--- src/rtl/mux153_rr_arbiter_pkg.sv ---
// rtl/mux153_rr_arbiter_pkg.sv - shared types and constants for the selector arbiter
package mux_arb_pkg;

  localparam int NUM_REQ = 4;

  typedef enum logic [1:0] {
    IDLE  = 2'd0,
    GRANT = 2'd1,
    GAP   = 2'd2
  } state_t;

endpackage

--- src/rtl/mux153_rr_arbiter_if.sv ---
// rtl/mux153_rr_arbiter_if.sv - request/grant and selector control bundle
interface mux153_rr_arbiter_if;
  import mux_arb_pkg::*;

  logic [NUM_REQ-1:0] req;
  logic [NUM_REQ-1:0] gnt;
  logic               S1;
  logic               S0;
  logic               E1_N;
  logic               E2_N;
  logic               busy;
  logic               preempt;

  // requester side drives req and watches the grant/selector controls
  modport master (
    output req,
    input  gnt, S1, S0, E1_N, E2_N, busy, preempt
  );

  // arbiter side
  modport slave (
    input  req,
    output gnt, S1, S0, E1_N, E2_N, busy, preempt
  );
endinterface

--- src/rtl/mux153_rr_arbiter_rr_pick4.sv ---
// rtl/mux153_rr_arbiter_rr_pick4.sv - round-robin winner search starting after last
module rr_pick4
  import mux_arb_pkg::*;
(
  input  logic [NUM_REQ-1:0] req,
  input  logic [1:0]         last,
  output logic               valid,
  output logic [1:0]         idx
);

  logic [1:0] cand;

  // walk offsets 4..1 so the closest requester after last overwrites the others;
  // offset 4 wraps to last itself, so it only wins when nobody else is asking
  always_comb begin
    valid = 1'b0;
    idx   = 2'd0;
    cand  = 2'd0;
    for (int k = 4; k >= 1; k--) begin
      cand = last + 2'(k);
      if (req[cand]) begin
        valid = 1'b1;
        idx   = cand;
      end
    end
  end

endmodule

--- src/rtl/mux153_rr_arbiter.sv ---
// rtl/mux153_rr_arbiter.sv - round-robin owner of a shared dual 4-to-1 selector
module mux153_rr_arbiter
  import mux_arb_pkg::*;
#(
  parameter int unsigned MAX_HOLD = 16
)
(
  input  logic                clock_50,
  input  logic                reset,
  mux153_rr_arbiter_if.slave  bus
);

  localparam int HW = (MAX_HOLD < 2) ? 1 : $clog2(MAX_HOLD + 1);
  localparam logic [HW-1:0] HOLD_LIM = HW'((MAX_HOLD == 0) ? 0 : MAX_HOLD - 1);

  state_t          state_q, state_n;
  logic [1:0]      last_q, last_n;
  logic [HW-1:0]   cnt_q, cnt_n;
  logic            pre_flag_q, pre_flag_n;

  logic            pick_valid;
  logic [1:0]      pick_idx;

  logic [NUM_REQ-1:0] gnt_q, gnt_d;
  logic [1:0]         sel_q, sel_d;
  logic               en_n_q, en_n_d;
  logic               busy_q, busy_d;
  logic               pre_q, pre_d;

  rr_pick4 u_pick (
    .req   (bus.req),
    .last  (last_q),
    .valid (pick_valid),
    .idx   (pick_idx)
  );

  // state register: FSM state, last winner, hold counter, preempt cause
  always_ff @(posedge clock_50) begin
    if (reset) begin
      state_q    <= IDLE;
      last_q     <= 2'd3;
      cnt_q      <= '0;
      pre_flag_q <= 1'b0;
    end else begin
      state_q    <= state_n;
      last_q     <= last_n;
      cnt_q      <= cnt_n;
      pre_flag_q <= pre_flag_n;
    end
  end

  // next-state: release wins over hold limit when both happen on one edge
  always_comb begin
    state_n    = state_q;
    last_n     = last_q;
    cnt_n      = cnt_q;
    pre_flag_n = pre_flag_q;
    unique case (state_q)
      IDLE: begin
        if (pick_valid) begin
          state_n = GRANT;
          last_n  = pick_idx;
          cnt_n   = '0;
        end
      end
      GRANT: begin
        if (!bus.req[last_q]) begin
          state_n    = GAP;
          pre_flag_n = 1'b0;
        end else if ((MAX_HOLD != 0) && (cnt_q == HOLD_LIM)) begin
          state_n    = GAP;
          pre_flag_n = 1'b1;
        end else if (cnt_q != '1) begin
          cnt_n = cnt_q + HW'(1);
        end
      end
      GAP: begin
        if (pick_valid) begin
          state_n = GRANT;
          last_n  = pick_idx;
          cnt_n   = '0;
        end else begin
          state_n = IDLE;
        end
      end
      default: state_n = IDLE;
    endcase
  end

  // output decode: select pins only move while the enables are high
  always_comb begin
    gnt_d  = '0;
    sel_d  = sel_q;
    en_n_d = 1'b1;
    busy_d = (state_q != IDLE);
    pre_d  = (state_q == GAP) && pre_flag_q;
    if (state_q == GRANT) begin
      gnt_d  = NUM_REQ'(1) << last_q;
      sel_d  = last_q;
      en_n_d = 1'b0;
    end
  end

  // output registers keep req off any combinational path to the pins
  always_ff @(posedge clock_50) begin
    if (reset) begin
      gnt_q  <= '0;
      sel_q  <= 2'd0;
      en_n_q <= 1'b1;
      busy_q <= 1'b0;
      pre_q  <= 1'b0;
    end else begin
      gnt_q  <= gnt_d;
      sel_q  <= sel_d;
      en_n_q <= en_n_d;
      busy_q <= busy_d;
      pre_q  <= pre_d;
    end
  end

  assign bus.gnt     = gnt_q;
  assign bus.S1      = sel_q[1];
  assign bus.S0      = sel_q[0];
  assign bus.E1_N    = en_n_q;
  assign bus.E2_N    = en_n_q;
  assign bus.busy    = busy_q;
  assign bus.preempt = pre_q;

endmodule

--- src/flat_wrapper.sv ---
// flat-port wrapper written by rule: the top's interface ports become plain ports
module mux153_rr_arbiter_flat import mux_arb_pkg::*;
#(
  parameter int unsigned MAX_HOLD = 16
)
  (clock_50, reset, bus_req, bus_gnt, bus_S1, bus_S0, bus_E1_N, bus_E2_N, bus_busy, bus_preempt);
  mux153_rr_arbiter_if bus_i ();
  input  logic clock_50;
  input  logic reset;
  input wire logic [$bits(bus_i.req)-1:0] bus_req;
  output wire logic [$bits(bus_i.gnt)-1:0] bus_gnt;
  output wire logic [$bits(bus_i.S1)-1:0] bus_S1;
  output wire logic [$bits(bus_i.S0)-1:0] bus_S0;
  output wire logic [$bits(bus_i.E1_N)-1:0] bus_E1_N;
  output wire logic [$bits(bus_i.E2_N)-1:0] bus_E2_N;
  output wire logic [$bits(bus_i.busy)-1:0] bus_busy;
  output wire logic [$bits(bus_i.preempt)-1:0] bus_preempt;
  assign bus_i.req = bus_req;
  assign bus_gnt = bus_i.gnt;
  assign bus_S1 = bus_i.S1;
  assign bus_S0 = bus_i.S0;
  assign bus_E1_N = bus_i.E1_N;
  assign bus_E2_N = bus_i.E2_N;
  assign bus_busy = bus_i.busy;
  assign bus_preempt = bus_i.preempt;
  mux153_rr_arbiter #(.MAX_HOLD(MAX_HOLD)) u_core (.clock_50(clock_50), .reset(reset), .bus(bus_i));
endmodule
--- config.mk ---
export PLATFORM = sky130hd
export DESIGN_NAME = mux153_rr_arbiter_flat
export DESIGN_NICKNAME = d
export VERILOG_FILES = /design/src/rtl/mux153_rr_arbiter_pkg.sv /design/src/rtl/mux153_rr_arbiter_if.sv /design/src/rtl/mux153_rr_arbiter_rr_pick4.sv /design/src/rtl/mux153_rr_arbiter.sv /design/src/flat_wrapper.sv
export SDC_FILE = /design/constraint.sdc
export NUM_CORES = 1
export LEC_CHECK = 0
export CAP_MARGIN = 20
export CELL_PAD_IN_SITES_DETAIL_PLACEMENT = 1
export CELL_PAD_IN_SITES_GLOBAL_PLACEMENT = 1
export CORE_MARGIN = 3
export CORE_UTILIZATION = 30
export DETAILED_ROUTE_END_ITERATION = 12
export DONT_BUFFER_PORTS = 1
export PLACE_DENSITY_LB_ADDON = 0.1
export SKIP_CTS_REPAIR_TIMING = 1
export SLEW_MARGIN = 40
export SYNTH_ARGS = -nofsm -noshare
export SYNTH_HDL_FRONTEND = slang
export SYNTH_HIERARCHICAL = 1
export SYNTH_SLANG_ARGS = --single-unit
--- constraint.sdc ---
create_clock -name clock_50 -period 2.85 [get_ports clock_50]
set_clock_uncertainty 0.1 [all_clocks]
set_input_delay 0.285 -clock clock_50 [delete_from_list [all_inputs] [get_ports clock_50]]
set_output_delay 0.285 -clock clock_50 [all_outputs]
set_load 0.01 [all_outputs]
==> metrics.cfg, run 1 <==
[global_route]
antenna_found_initial=0
track_usage_pct=12.2
grt_pass1_wl_um=3210
overflow=0
grt_pass1_vias=709
grt_max_degree=14

[synthesis]
yosysTopAreaCell=dfxtp_1
synth_cell_types=30
synthAdderAreaFrac_pct=4.24
yosysTopAreaCellShare_pct=43.0
synth_edf_count=0
synth-async-reset-ratio_pct=0
synth_compound_area_share_pct=8.20
synth.area.top_cells=dfxtp_1 43%, mux2i_1 6.8%, nand3_1 4.5%, ha_1 4.2%, nor2_1 4.2%
yosys-top-cells-count=19 x dfxtp_1, 10 x nor2_1, 8 x nand2_1, 8 x nand3_1
post-synth-top-count-cell=dfxtp_1
syn-num-nets=103
synth_warnings=6
ys_ff_latch=19
syn_inst=94
muxShareOfSynthArea_pct=11.0
synth_area_per_cell_um2=9.41
ys_dominant_reg_cell=dfxtp_1
synth_top_family_by_area=simple AND/OR/NAND/NOR gates
syn_area_um2=885
synth_xor_area_share_pct=0
synthSimpleGateAreaFrac_pct=28.4
synth-seq-area-share_pct=43.0

[sta]
grt_setup_unrepaired=no
maxSlewViolCount=0
maxSlewHeadroom_pct=70.9
fin_crit_ps=2000
worst_pin_slew_ps=435
period_share_pct=70.0
setup_viol=0
hold_violations=0
fin_setup_tns_ps=0
fmax_ghz=0.501

[pwr]
ir_worst_vdd_mv=0.260
p_leak_nw=0.408
power_density_nw_per_um2=557

[clock_tree]
clockRootBuffer=clkbuf_4
cts_tree=done
clock_sinks=19
cts_max_path_buffers=2
cts-buffers-inserted=3
clk_latency_ps=300
path_clk_slew_ps=100
htree_levels=1

[place]
placed_cell_area_um2=901
place_congestion=0.669
dp_hpwl_um=1350
portBuffers=0

[setup_path]
end_kind=flop
worstPathMaxFanout=4
cp.required_ps=2940
crit_arrival_ps=2090
cp-start-kind=flop
criticalPathCategory=flop to flop

[route]
vias=663
drtIter0Drc=30
post_drt_wl_per_cell_um=14.2
dr.pass1.iters=4
wirelength_um=1810
drc=0
viasPerCell=5.22
ant_nets=0

[finish]
layout.nets=106
fin_area_um2=941
final_layout_size_suffix_gt1_share_pct=12.5
syn2layout_area_growth_pct=6.36
ff_latch_area_um2=380
antenna_cells=0
multiInputGateArea_um2=459
nFillCells=340

[floorplanning]
coreArea_um2=2780
io-pin-count=16
dieArea_um2=3640
start_util_pct=31.8
die_x_um=60.3
placementRows=19
die_height_um=60.3

[hold_path]
hp-class=input pin to flop

[status]
status=finished clean

[run]
drv_cap=0

power breakdown:
| part | switching (mW) | leakage (nW) | total (mW) | internal, mW |
|---|---|---|---|---|
| combinational | 0.0392 | 0.238 | 0.0761 | 0.0369 |
| sequential | 0.0263 | 0.155 | 0.308 | 0.282 |
| clock | 0.0862 | 0.0139 | 0.140 | 0.0535 |
| total | 0.152 | 0.408 | 0.524 | 0.372 |
per-layer routing:
| metal | wire (µm) | vias to the layer above | GRT usage, % |
|---|---|---|---|
| li1 | - | 329 | - |
| met5 | 0 | - | 0 |
| met1 | 823 | 318 | 13.1 |
| met4 | 19 | 0 | 6.01 |
| met3 | 84 | 2 | 4.97 |
| met2 | 878 | 14 | 20.5 |
metrics by stage:
step | power (mW) | utilization (%) | setup WS (ps) | std cells | hold WS (ps)
2_1_floorplan | 0.375 | - | 1010 | 94 | 342
3_3_place_gp | 0.388 | 32.4 | 950 | 122 | 257
3_5_place_dp | 0.390 | 32.4 | 865 | 122 | 260
4_1_cts | 0.537 | 33.5 | 851 | 126 | -91.1
5_1_grt | 0.566 | 33.8 | 773 | 127 | 50.5
6_report | 0.524 | 33.8 | 855 | 127 | 60.8
layout make-up:
cell class	count	area share (%)
timing repair buffer	1	1.06
inverter	6	2.39
clock buffer	3	2.39
tap	31	4.12
multi-input combinational	66	48.8
clock inverter	1	0.798
sequential	19	40.4
final timing paths:
check / from / to / depth (start not counted) / slack, ps
worst max register to register: u_core/cnt_q[0]$_SDFFE_PP0P_ / u_core/cnt_q[4]$_SDFFE_PP0P_ / 6 / 850
worst max-delay path: u_core/cnt_q[0]$_SDFFE_PP0P_ / u_core/cnt_q[4]$_SDFFE_PP0P_ / 6 / 850
worst min-delay path: reset / u_core/cnt_q[3]$_SDFFE_PP0P_ / 2 / 60
worst min register to register: u_core/pre_flag_q$_SDFFE_PP0P_ / u_core/bus.preempt$_SDFF_PP0_ / 1 / 370
worst max-delay path: stages, from the launching register on:
cell     delay, ps
dfxtp_1        350
ha_1           210
and3_1         200
ha_1           210
nor4b_4        360
nand2_2        140
mux2_4         310
kinds of logic (layout without fill, tap and decap cells):
kind of cell    count (synthesis)  count (layout)
simple gates                   45              45
mux                             8               8
fa+ha+maj                       3               3
compound gates                 10              10
flops                          19              19
buf+inv                         9              11
layout by cell type, fill, tap and decap left out, types with 2 or more instances in the layout:
cell type	Yosys	layout
clkbuf_4	0	3
nand2_1	8	8
nor2_1	10	10
ha_1	3	3
nor3_1	2	2
inv_1	6	6
or3_1	2	2
dfxtp_1	19	19
a21oi_1	5	5
and3_1	3	3
mux2i_1	6	6
nand2b_1	4	4
nand3_1	8	8
registers in the layout (all words and copies together) (netlist names):
signal              cells
u_core/last_q           2
u_core/cnt_q            5
u_core/state_q          2
u_core/sel_q            2
u_core/pre_flag_q       1
u_core/bus.preempt      1
u_core/bus.gnt          4
u_core/bus.busy         1
u_core/bus.E1_N         1
Note: power is estimated with default switching activity, not from simulation.
==> run 2: changes to the inputs <==
==> constraint.sdc (replaced) <==
create_clock -name clock_50 -period 1.65 [get_ports clock_50]
set_clock_uncertainty 0.1 [all_clocks]
set_input_delay 0.165 -clock clock_50 [delete_from_list [all_inputs] [get_ports clock_50]]
set_output_delay 0.165 -clock clock_50 [all_outputs]
set_load 0.01 [all_outputs]
==> run 2 against run 1 <==
The flow now finishes with violations (setup timing). Final area increased by 14%. Combinational power increased by 140%. Clock power up 75%. Worst hold slack worse by 58 ps. Flip-flop and latch count is the same. Maximum frequency rose by 14%. Via count increased by 6.9%. Setup slack got worse by 950 ps. First-iteration DRC count decreased by 53%. Non-clock buffer count rose by 10. Register-to-register slack lost 950 ps. Critical path depth stayed put. Critical path type unchanged.
==> metrics.cfg, run 2 (synthesized netlist as in run 1, its figures left out) <==
[status]
status=complete, but fails checks
violations=setup timing

[setup_path]
end_kind=flop
timing.rr.end=u_core/cnt_q[4]$_SDFFE_PP0P_
worstPathCellList=ha_4 -> and3_4 -> ha_4 -> nor4b_4 -> nand2_2 -> mux2_4
cp.required_ps=1750
crit_arrival_ps=1840
critPathSlowestCell=dfxtp_2
cp_num_buf_inv=0
rr_worst_depth=6
cp-start-kind=flop
worstPathMaxFanout=3
crit_path_frequent_cell=ha_4
criticalPathCategory=flop to flop
r2r-start=u_core/cnt_q[0]$_SDFFE_PP0P_
crit_family=simple AND/OR/NAND/NOR gates
rrSetupSlack_ps=-100
critPathMaxStageDelay_ps=350

[floorplanning]
die_height_um=60.3
placementRows=19
start_util_pct=31.8
dieArea_um2=3640
coreArea_um2=2780
io-pin-count=16
die_x_um=60.3

[route]
vias=709
drtIter0Drc=14
drc=0
dr.pass1.iters=3
post_drt_wl_per_cell_um=14.9
ant_nets=0
wirelength_um=2050
viasPerCell=5.18

[clock_tree]
clock_sinks=19
cts_max_path_buffers=2
path_clk_slew_ps=120
cts_tree=done
cts-buffers-inserted=3
clockRootBuffer=clkbuf_4
clk_latency_ps=300
htree_levels=1

[sta]
fin_crit_ps=1750
fmax_ghz=0.572
worst_pin_slew_ps=420
hold_violations=0
period_share_pct=106
setup_viol=4
grt_setup_unrepaired=yes
maxSlewHeadroom_pct=71.9
fin_ws_ps=-97.7
maxSlewViolCount=0

[place]
place_congestion=0.699
portBuffers=0
placed_cell_area_um2=986
dp_hpwl_um=1450

[finish]
final_layout_size_suffix_gt1_share_pct=28.3
syn2layout_area_growth_pct=21.1
layout_commonest_cell=dfxtp_1
layout_common_cells=17 x dfxtp_1, 10 x nor2_1, 10 x buf_4, 8 x nand2_1
antenna_cells=0
fin_util_pct=38.5
layout.nets=116
fin_area_um2=1070
nFillCells=316
regMostFlops=u_core/cnt_q
largest_reg_flops=5

[global_route]
track_usage_pct=12.8
grt_pass1_vias=715
antenna_found_initial=0
grt_max_degree=14
grt_pass1_wl_um=3440
overflow=0

[pwr]
power_density_nw_per_um2=881
ir_worst_vdd_mv=0.418
p_leak_nw=0.453

[hold_path]
hp-class=input pin to flop
min_to=u_core/last_q[0]$_SDFFE_PP1P_
hold_depth=3
hold_start=bus_req[0]

[run]
drv_cap=0

==> run 2: changes by cell type in the layout (fill, tap and decap cells not counted), sizes merged <==
cell | previous run | this run
buf | 0 | 10
==> run 2: metrics by stage <==
stage	std cells	total power [mW]	worst slack [ps]	hold WS [ps]	setup TNS [ps]
finish	137	0.944	-97.7	2.51	-224
global route	137	1.02	-163	6.36	-520
floorplan	94	0.649	-117	222	-117
CTS	134	0.955	-153	-201	-460
detailed placement	130	0.699	-137	143	-375
global placement	130	0.695	-94.5	137	-271
==> run 2: report_power, final <==
group	total, mW	switching, mW	internal (mW)
clock network	0.245	0.153	0.0922
logic	0.182	0.0953	0.0869
registers	0.516	0.0294	0.487
==> run 2: worst max path at each step <==
stage	start	to	slack, ps	cells past startpoint
after floorplan	u_core/cnt_q[1]$_SDFFE_PP0P_	u_core/cnt_q[4]$_SDFFE_PP0P_	-120	6
after global placement	u_core/cnt_q[1]$_SDFFE_PP0P_	u_core/cnt_q[4]$_SDFFE_PP0P_	-90	6
after detailed placement	u_core/cnt_q[1]$_SDFFE_PP0P_	u_core/cnt_q[4]$_SDFFE_PP0P_	-140	6
after CTS	u_core/cnt_q[1]$_SDFFE_PP0P_	u_core/cnt_q[4]$_SDFFE_PP0P_	-150	6
after global routing	u_core/cnt_q[1]$_SDFFE_PP0P_	u_core/cnt_q[4]$_SDFFE_PP0P_	-160	6
final	u_core/cnt_q[0]$_SDFFE_PP0P_	u_core/cnt_q[4]$_SDFFE_PP0P_	-100	6
==> run 2: worst min-delay path: stages <==
cell and delay (ps):
o221ai_2 80, nand2_1 60, nand3_1 60
==> run 2: layer usage <==
metal	global-route usage [%]	wire length [µm]	up-vias
li1	-	-	352
met1	16.2	900	346
met2	20.2	1040	9
met3	3.46	81	2
met4	5.70	20	0
met5	0	0	-
==> run 2: area by class of cell <==
type | instances | area [µm²] | area share (%)
multi-input combinational | 66 | 512 | 47.8
sequential | 19 | 383 | 35.7
timing repair buffer | 11 | 85.1 | 7.94
tap | 31 | 38.8 | 3.62
clock buffer | 3 | 22.5 | 2.10
inverter | 6 | 22.5 | 2.10
clock inverter | 1 | 7.51 | 0.701
==> run 3: changes to the inputs <==
--- a/config.mk
+++ b/config.mk
@@ -11,9 +11,7 @@
 export CORE_MARGIN = 3
 export CORE_UTILIZATION = 30
 export DETAILED_ROUTE_END_ITERATION = 12
-export DONT_BUFFER_PORTS = 1
 export PLACE_DENSITY_LB_ADDON = 0.1
-export SKIP_CTS_REPAIR_TIMING = 1
 export SLEW_MARGIN = 40
 export SYNTH_ARGS = -nofsm -noshare
 export SYNTH_HDL_FRONTEND = slang
==> run 3 against run 2 <==
The run still ends with setup timing left. Global-route usage grew 0.76 points. Power grew 7.2%. Maximum frequency shrank 2.3%. Register-to-register slack lost 40 ps. Sequential power shrank 2%. Critical path depth is the same.
==> metrics.cfg, run 3 (synthesized netlist as in run 1, its figures left out) <==
[status]
status=complete, but fails checks
violations=setup timing

[sta]
worst_pin_slew_ps=436
fmax_ghz=0.559
maxSlewHeadroom_pct=70.9
whs_ps=380
period_share_pct=108
setup_viol=5
hold_violations=0
grt_setup_unrepaired=yes
fin_ws_ps=-138
maxSlewViolCount=0
fin_crit_ps=1790

[floorplanning]
placementRows=19
die_x_um=60.3
start_util_pct=31.8
io-pin-count=16
coreArea_um2=2780
dieArea_um2=3640
die_height_um=60.3

[clock_tree]
clk_latency_ps=300
htree_levels=1
cts_tree=done
clock_sinks=19
cts-buffers-inserted=3
cts_hold_buffers=0
clockRootBuffer=clkbuf_4
path_clk_slew_ps=110
cts_max_path_buffers=2

[setup_path]
crit_arrival_ps=1890
rrSetupSlack_ps=-140
timing.rr.end=u_core/cnt_q[4]$_SDFFE_PP0P_
cp.required_ps=1750
cp-endpoint=u_core/cnt_q[4]$_SDFFE_PP0P_
crit_family=simple AND/OR/NAND/NOR gates
cp-start-kind=flop
cp_num_buf_inv=0
crit_path_frequent_cell=ha_4
critPathSlowestCell=dfxtp_2
criticalPathCategory=flop to flop
end_kind=flop
worstPathCellList=ha_4 -> and3_4 -> ha_4 -> nor4b_4 -> nand2_2 -> mux2_4
critPathMaxStageDelay_ps=360
r2r-start=u_core/cnt_q[1]$_SDFFE_PP0P_
cp_num_cells=6
rr_worst_depth=6
worstPathMaxFanout=3
crit_start=u_core/cnt_q[1]$_SDFFE_PP0P_

[route]
wl_met1_um=967
drc=0
met3_length_um=51
drtIter0Drc=13
viasPerCell=4.96
dr.pass1.iters=4
vias=798
post_drt_wl_per_cell_um=13.6
wl_met2_um=1130
highest_layer=met4
wirelength_um=2190
ant_nets=0

[global_route]
grt_pass1_vias=846
grt_max_degree=13
antenna_found_initial=0
track_usage_pct=13.6
grt_pass1_wl_um=3630
overflow=0

[finish]
multiInputGateArea_um2=512
layout_commonest_cell=buf_4
nFillCells=321
ff_latch_area_um2=383
largest_reg_flops=5
layout.nets=140
antenna_cells=0
final_layout_size_suffix_gt1_share_pct=30.8
syn2layout_area_growth_pct=45.1
layout_common_cells=20 x buf_4, 17 x dfxtp_1, 15 x clkdlybuf4s50_1, 10 x nor2_1, 8 x nand2_1
regMostFlops=u_core/cnt_q
fin_area_um2=1280

[pwr]
power_density_nw_per_um2=788
ir_worst_vdd_mv=0.434
p_leak_nw=0.557

[place]
placed_cell_area_um2=1210
portBuffers=15
dp_hpwl_um=1630
place_congestion=0.741

[hold_path]
hp-class=flop to flop

[run]
drv_cap=0

## run 3: power by group
| part | switching [mW] | leakage (nW) | internal (mW) |
|---|---|---|---|
| sequential | 0.0180 | 0.156 | 0.487 |
| combinational | 0.124 | 0.383 | 0.143 |
| clock | 0.150 | 0.0177 | 0.0903 |
## run 3: timing repair
item                       4_1_cts  5_1_grt
setup buffers                    1        1
setup endpoints to repair        5        5
pin swaps                        4        4
resized for setup                3        1
## run 3: per-layer routing
metal | vias up | global-route usage, %
met5 | - | 0
met4 | 0 | 6.65
met3 | 4 | 1.94
met2 | 11 | 25.0
met1 | 382 | 15.0
li1 | 401 | -
## run 3: how the worst min path moves through the flow
stage,startpoint,end,slack [ps],cells after the start
CTS,u_core/pre_flag_q$_SDFFE_PP0P_,u_core/bus.preempt$_SDFF_PP0_,380,1
global placement,u_core/pre_flag_q$_SDFFE_PP0P_,u_core/bus.preempt$_SDFF_PP0_,360,1
floorplan,reset,u_core/bus.E1_N$_SDFF_PP1_,220,2
global route,u_core/pre_flag_q$_SDFFE_PP0P_,u_core/bus.preempt$_SDFF_PP0_,400,1
detailed placement,u_core/pre_flag_q$_SDFFE_PP0P_,u_core/bus.preempt$_SDFF_PP0_,360,1
finish,u_core/pre_flag_q$_SDFFE_PP0P_,u_core/bus.preempt$_SDFF_PP0_,380,1
## run 3: area by class of cell
class                      instances  share of cell area, %
sequential                        19                   29.8
tap                               31                   3.02
inverter                           6                   1.75
clock buffer                       3                   1.75
clock inverter                     1                  0.390
multi-input combinational         66                   39.9
timing repair buffer              35                   23.4
## run 3: metrics by stage
stage	utilization (%)	setup WS, ps	power [mW]	cells	TNS (ps)
CTS	45.7	-103	1.03	160	-342
detailed placement	43.5	-187	0.774	155	-772
global route	46.2	-206	1.08	161	-842
finish	46.2	-138	1.01	161	-473
floorplan	-	-117	0.649	94	-117
global placement	43.5	-147	0.769	155	-636
==> RTL edit 1 (settings of run 2) <==
Set the package constant `NUM_REQ` to 5 (it was 4).
--- a/src/rtl/mux153_rr_arbiter_pkg.sv
+++ b/src/rtl/mux153_rr_arbiter_pkg.sv
@@ -1,7 +1,7 @@
 // rtl/mux153_rr_arbiter_pkg.sv - shared types and constants for the selector arbiter
 package mux_arb_pkg;
 
-  localparam int NUM_REQ = 4;
+  localparam int NUM_REQ = 5;
 
   typedef enum logic [1:0] {
     IDLE  = 2'd0,
Interface: changed (resized bus_gnt and bus_req); port bits go from 16 to 18. The function was not compared with the original's and may differ.
==> RTL edit 1 against run 2 <==
The flow still finishes with violations (setup timing); total power is 1.4% lower; final area is 0.12% higher; area after synthesis is 1.3% higher; critical path depth stayed put; largest power group unchanged; setup slack worse by 0.021 ns; wire length is 6.7% lower; clock power is 5% lower; first-iteration DRC count is 21% lower; sequential cell count stayed put; critical path type unchanged.
==> RTL edit 1: results (changes against run 2) <==
Total Wirelength - 1908 um (-6.7%)
Setup_tns - -0.3739 ns (-0.1496 ns)
First-pass GRT wire length - 3284 um (-4.6%)
Avg Synthesized Cell Area - 9.332 um^2 (-0.84%)
Layout cells sized above 1 - 0.2804 (-0.002645)
Sequential area share after synthesis - 0.4246 (-0.005405)
Pwr/cell area - 867.8 nW/um^2 (-1.5%)
Multi-input gate area - 515.5 um^2 (+0.73%)
Met1 Use GR - 0.1521 (-0.01031)
Worst vdd ir - 0.3357 mV (-20%)
Status - finished with violations
Vias in the first global route - 713 (-0.28%)
Multi-input comb cells - 67 (+1.5%)
Initial detailed-routing violation count - 11 (-3)
Via count - 693 (-2.3%)
FILL cells - 340 (+7.6%)
Clock-cell share of area - 0.02567 (-0.002366)
Largest cells by area after synthesis - dfxtp_1 (42%), mux2i_1 (6.7%), nand3_1 (4.5%)
Setup Viol. Count Final - 5 (+1)
Syn_nets - 106 (+2.9%)
Pint - 0.6643 mW (-0.27%)
P_leak - 0.4592 nW (+1.3%)
Layout Nets - 118 (+1.7%)
Pre-CTS setup slack - -0.1357 ns (+0.001597 ns)
Global routing usage on met3 - 0.02553 (-0.009025)
Sequential cell area share - 0.3571 (-0.0004167)
Worst setup margin - -0.1186 ns (-0.02082 ns)
Placed standard-cell area - 997.2 um^2 (+1.1%)
Failing checks - setup timing
Hpwl dp - 1458 um (+0.50%)
Cells after Synth - 96 (+2.1%)
Worst EP arrival - 1.86 ns (+0.02 ns)
Placed Cells - 132 (+1.5%)
Gp weighted congestion - 0.7382 (+5.7%)
DR WL/cell - 13.83 um (-7.4%)
M2 GR Usage - 0.2015 (-0.0006338)
Worst Setup SP - u_core/cnt_q[1]
FMAX - 565.4 MHz (-1.2%)
-- RTL edit 1: cell count changes in the layout (fill, tap and decap cells not counted) --
cell and change:
clkinv_2 +1, clkinvlp_4 -1, conb_1 +1
-- RTL edit 1: kinds of logic after synthesis --
family	share of synthesized area
AOI/OAI and AO/OA	0.08101
adders and majority gates	0.04190
buffers and inverters	0.05865
DFF	0.4246
muxes	0.1089
other	0.004186
and+or+nand+nor	0.2807
-- RTL edit 1: routing by layer --
metal / vias to the layer above / routed length [um] / part of all wire
met5: - / 0 / 0
met4: 0 / 10 / 0.0052
met3: 2 / 74 / 0.039
met2: 9 / 922 / 0.48
met1: 331 / 900 / 0.47
li1: 351 / - / -
-- RTL edit 1: critical path, delay by kind of cell (launching register included) --
family	cells	cell delay [ns]
adder cells (fa/ha/maj)	2	0.31
AND/OR/NAND/NOR	3	0.60
multiplexers	1	0.30
flip-flops	1	0.35
==> RTL edit 2 (settings of run 2) <==
Without the edit above. Encoding of `state_t`: now one-hot (3 bits for 3 states).
--- a/src/rtl/mux153_rr_arbiter_pkg.sv
+++ b/src/rtl/mux153_rr_arbiter_pkg.sv
@@ -3,10 +3,10 @@
 
   localparam int NUM_REQ = 4;
 
-  typedef enum logic [1:0] {
-    IDLE  = 2'd0,
-    GRANT = 2'd1,
-    GAP   = 2'd2
+  typedef enum logic [2:0] {
+    IDLE  = 3'b001,
+    GRANT = 3'b010,
+    GAP   = 3'b100
   } state_t;
 
 endpackage
Formal check against the unedited RTL: no difference found for any inputs over 10 cycles, from zero or initial values and one cycle with reset high; not proved beyond that.
==> RTL edit 2 against run 2 <==
The run ends with hold timing, setup timing left; via count is 10% higher; setup slack better by 0.054 ns; core utilization rose by 4.3 points; wire length grew 14%; area after synthesis up 6.8%; final cell count rose by 18%; count of clock-buffer cells in the layout up 1; total power grew 24%; final area is 15% higher; worst hold slack got worse by 0.21 ns; global-route usage down 0.68 points; sequential cell count is 1 higher; highest routed layer unchanged.
==> RTL edit 2: results (changes against run 2) <==
Status - finished with violations
Failing checks - hold timing, setup timing
Max FFs per register - 5 (unchanged)
Setup_tns - -0.04895 ns (+0.1754 ns)
Layout Nets - 130 (+12%)
Setup Viol. Count Final - 3 (-1)
Gr usage total - 0.1212 (-0.006824)
DR WL/cell - 14.44 um (-3.3%)
Pint - 0.8389 mW (+26%)
Largest cells by area after synthesis - dfxtp_1 (42%), a21oi_1 (5.8%), nand2_1 (4.8%)
Final Hold Viols - 15 (+15)
Fin Hold WS - -0.2042 ns (-0.2068 ns)
Gp weighted congestion - 0.7487 (+7.2%)
Worst setup margin - -0.04411 ns (+0.05362 ns)
H-tree depth - 1 (unchanged)
Pre-CTS setup slack - -0.05699 ns (+0.08030 ns)
Worst vdd ir - 0.5404 mV (+29%)
Root buffer cell - clkbuf_4
Post-synth top flop - dfxtp_1
Post-synth EDFFs - 0 (unchanged)
Sequential area share after synthesis - 0.4238 (-0.006145)
Area grow syn2layout - 30.20%
FILL cells - 335 (+6.0%)
Placed standard-cell area - 1115 um^2 (+13%)
Worst reg2reg path endpoint - u_core/cnt_q[3]
Largest net degree at the start of global routing - 14 (unchanged)
Crit Path Max Fanout - 4 (+1)
Layout cells sized above 1 - 0.3333 (+0.05031)
Hpwl dp - 1650 um (+14%)
Vias per cell - 4.815 (-7.0%)
First-pass GRT wire length - 3767 um (+9.4%)
Worst hold stages - 1 (-2)
P_leak - 0.4494 nW (-0.83%)
Vias in the first global route - 800 (+12%)
Drt pass-1 iters - 4 (+1)
Synth warnings - 6 (unchanged)
Placed Cells - 155 (+19%)
Cells after Synth - 104 (+11%)
Hold Path End - u_core/cnt_q[1]
Min-delay src - reset
Post-synth top cells - dfxtp_1 (20), nand2_1 (12), a21oi_1 (11)
Total Wirelength - 2339 um (+14%)
Depth of the worst register-to-register path - 7 (+1)
RR Startpoint - u_core/cnt_q[1]
Initial detailed-routing violation count - 25 (+11)
Largest register by flop count - u_core/cnt_q
Syn_nets - 113 (+9.7%)
Slew @ Worst Pin - 0.2327 ns (-0.1872 ns)
FMAX - 590.3 MHz (+3.2%)
Cell variety after synth - 32 (+6.7%)
[RTL edit 2: changes by cell type after synthesis, moves of 3 or more]
cell,delta
nand2_1,+4
mux2i_1,-3
inv_1,-3
a21oi_1,+6
nand2b_1,+3
[RTL edit 2: layer usage]
metal	share of wire	GRT usage	vias to the layer above
li1	-	-	397
met1	0.47	0.1524	366
met2	0.48	0.1922	13
met3	0.035	0.04324	4
met4	0.011	0.04144	0
met5	0	0	-
[RTL edit 2: cells by family after synthesis]
group	count (synthesis)	share of synthesized area
AO/OA/AOI/OAI	20	0.1510
XOR/XNOR	1	0.009273
adder cells (fa/ha/maj)	3	0.03974
buffers and inverters	8	0.03841
flip-flops	20	0.4238
multiplexers	4	0.05563
AND/OR/NAND/NOR	48	0.2821
[RTL edit 2: worst max-delay path by stage]
stage / slack (ns) / start / depth (start not counted) / to
final: -0.04 / u_core/cnt_q[1] / 7 / u_core/cnt_q[3]
after global placement: 0.004 / u_core/cnt_q[1] / 7 / u_core/cnt_q[3]
after floorplan: 0.02 / u_core/last_q[0] / 4 / u_core/cnt_q[3]
after global routing: -0.08 / u_core/cnt_q[1] / 7 / u_core/cnt_q[3]
after detailed placement: -0.06 / u_core/cnt_q[1] / 7 / u_core/cnt_q[3]
after CTS: -0.07 / u_core/cnt_q[1] / 7 / u_core/cnt_q[3]
[RTL edit 2: critical path: stages (launching register included)]
cell	delay, ns
dfxtp_4	0.37
ha_4	0.16
and3_4	0.20
ha_4	0.16
nor2_4	0.11
and3_4	0.23
a41oi_2	0.12
a311oi_2	0.18
[RTL edit 2: final cells by class]
| type | count | area share |
|---|---|---|
| multi-input combinational | 76 | 0.4720 |
| clock buffer | 4 | 0.03866 |
| sequential | 20 | 0.3306 |
| tap | 42 | 0.04273 |
| timing repair buffer | 16 | 0.1038 |
| inverter | 4 | 0.01221 |
[RTL edit 2: power groups by stage]
stage | Sequential [mW] | Combinational, mW | Clock, mW
after floorplan | 0.570 | 0.169 | 0
after global placement | 0.560 | 0.251 | 0
after detailed placement | 0.562 | 0.253 | 0
after CTS | 0.552 | 0.255 | 0.362
after global routing | 0.557 | 0.301 | 0.379
final | 0.552 | 0.271 | 0.348
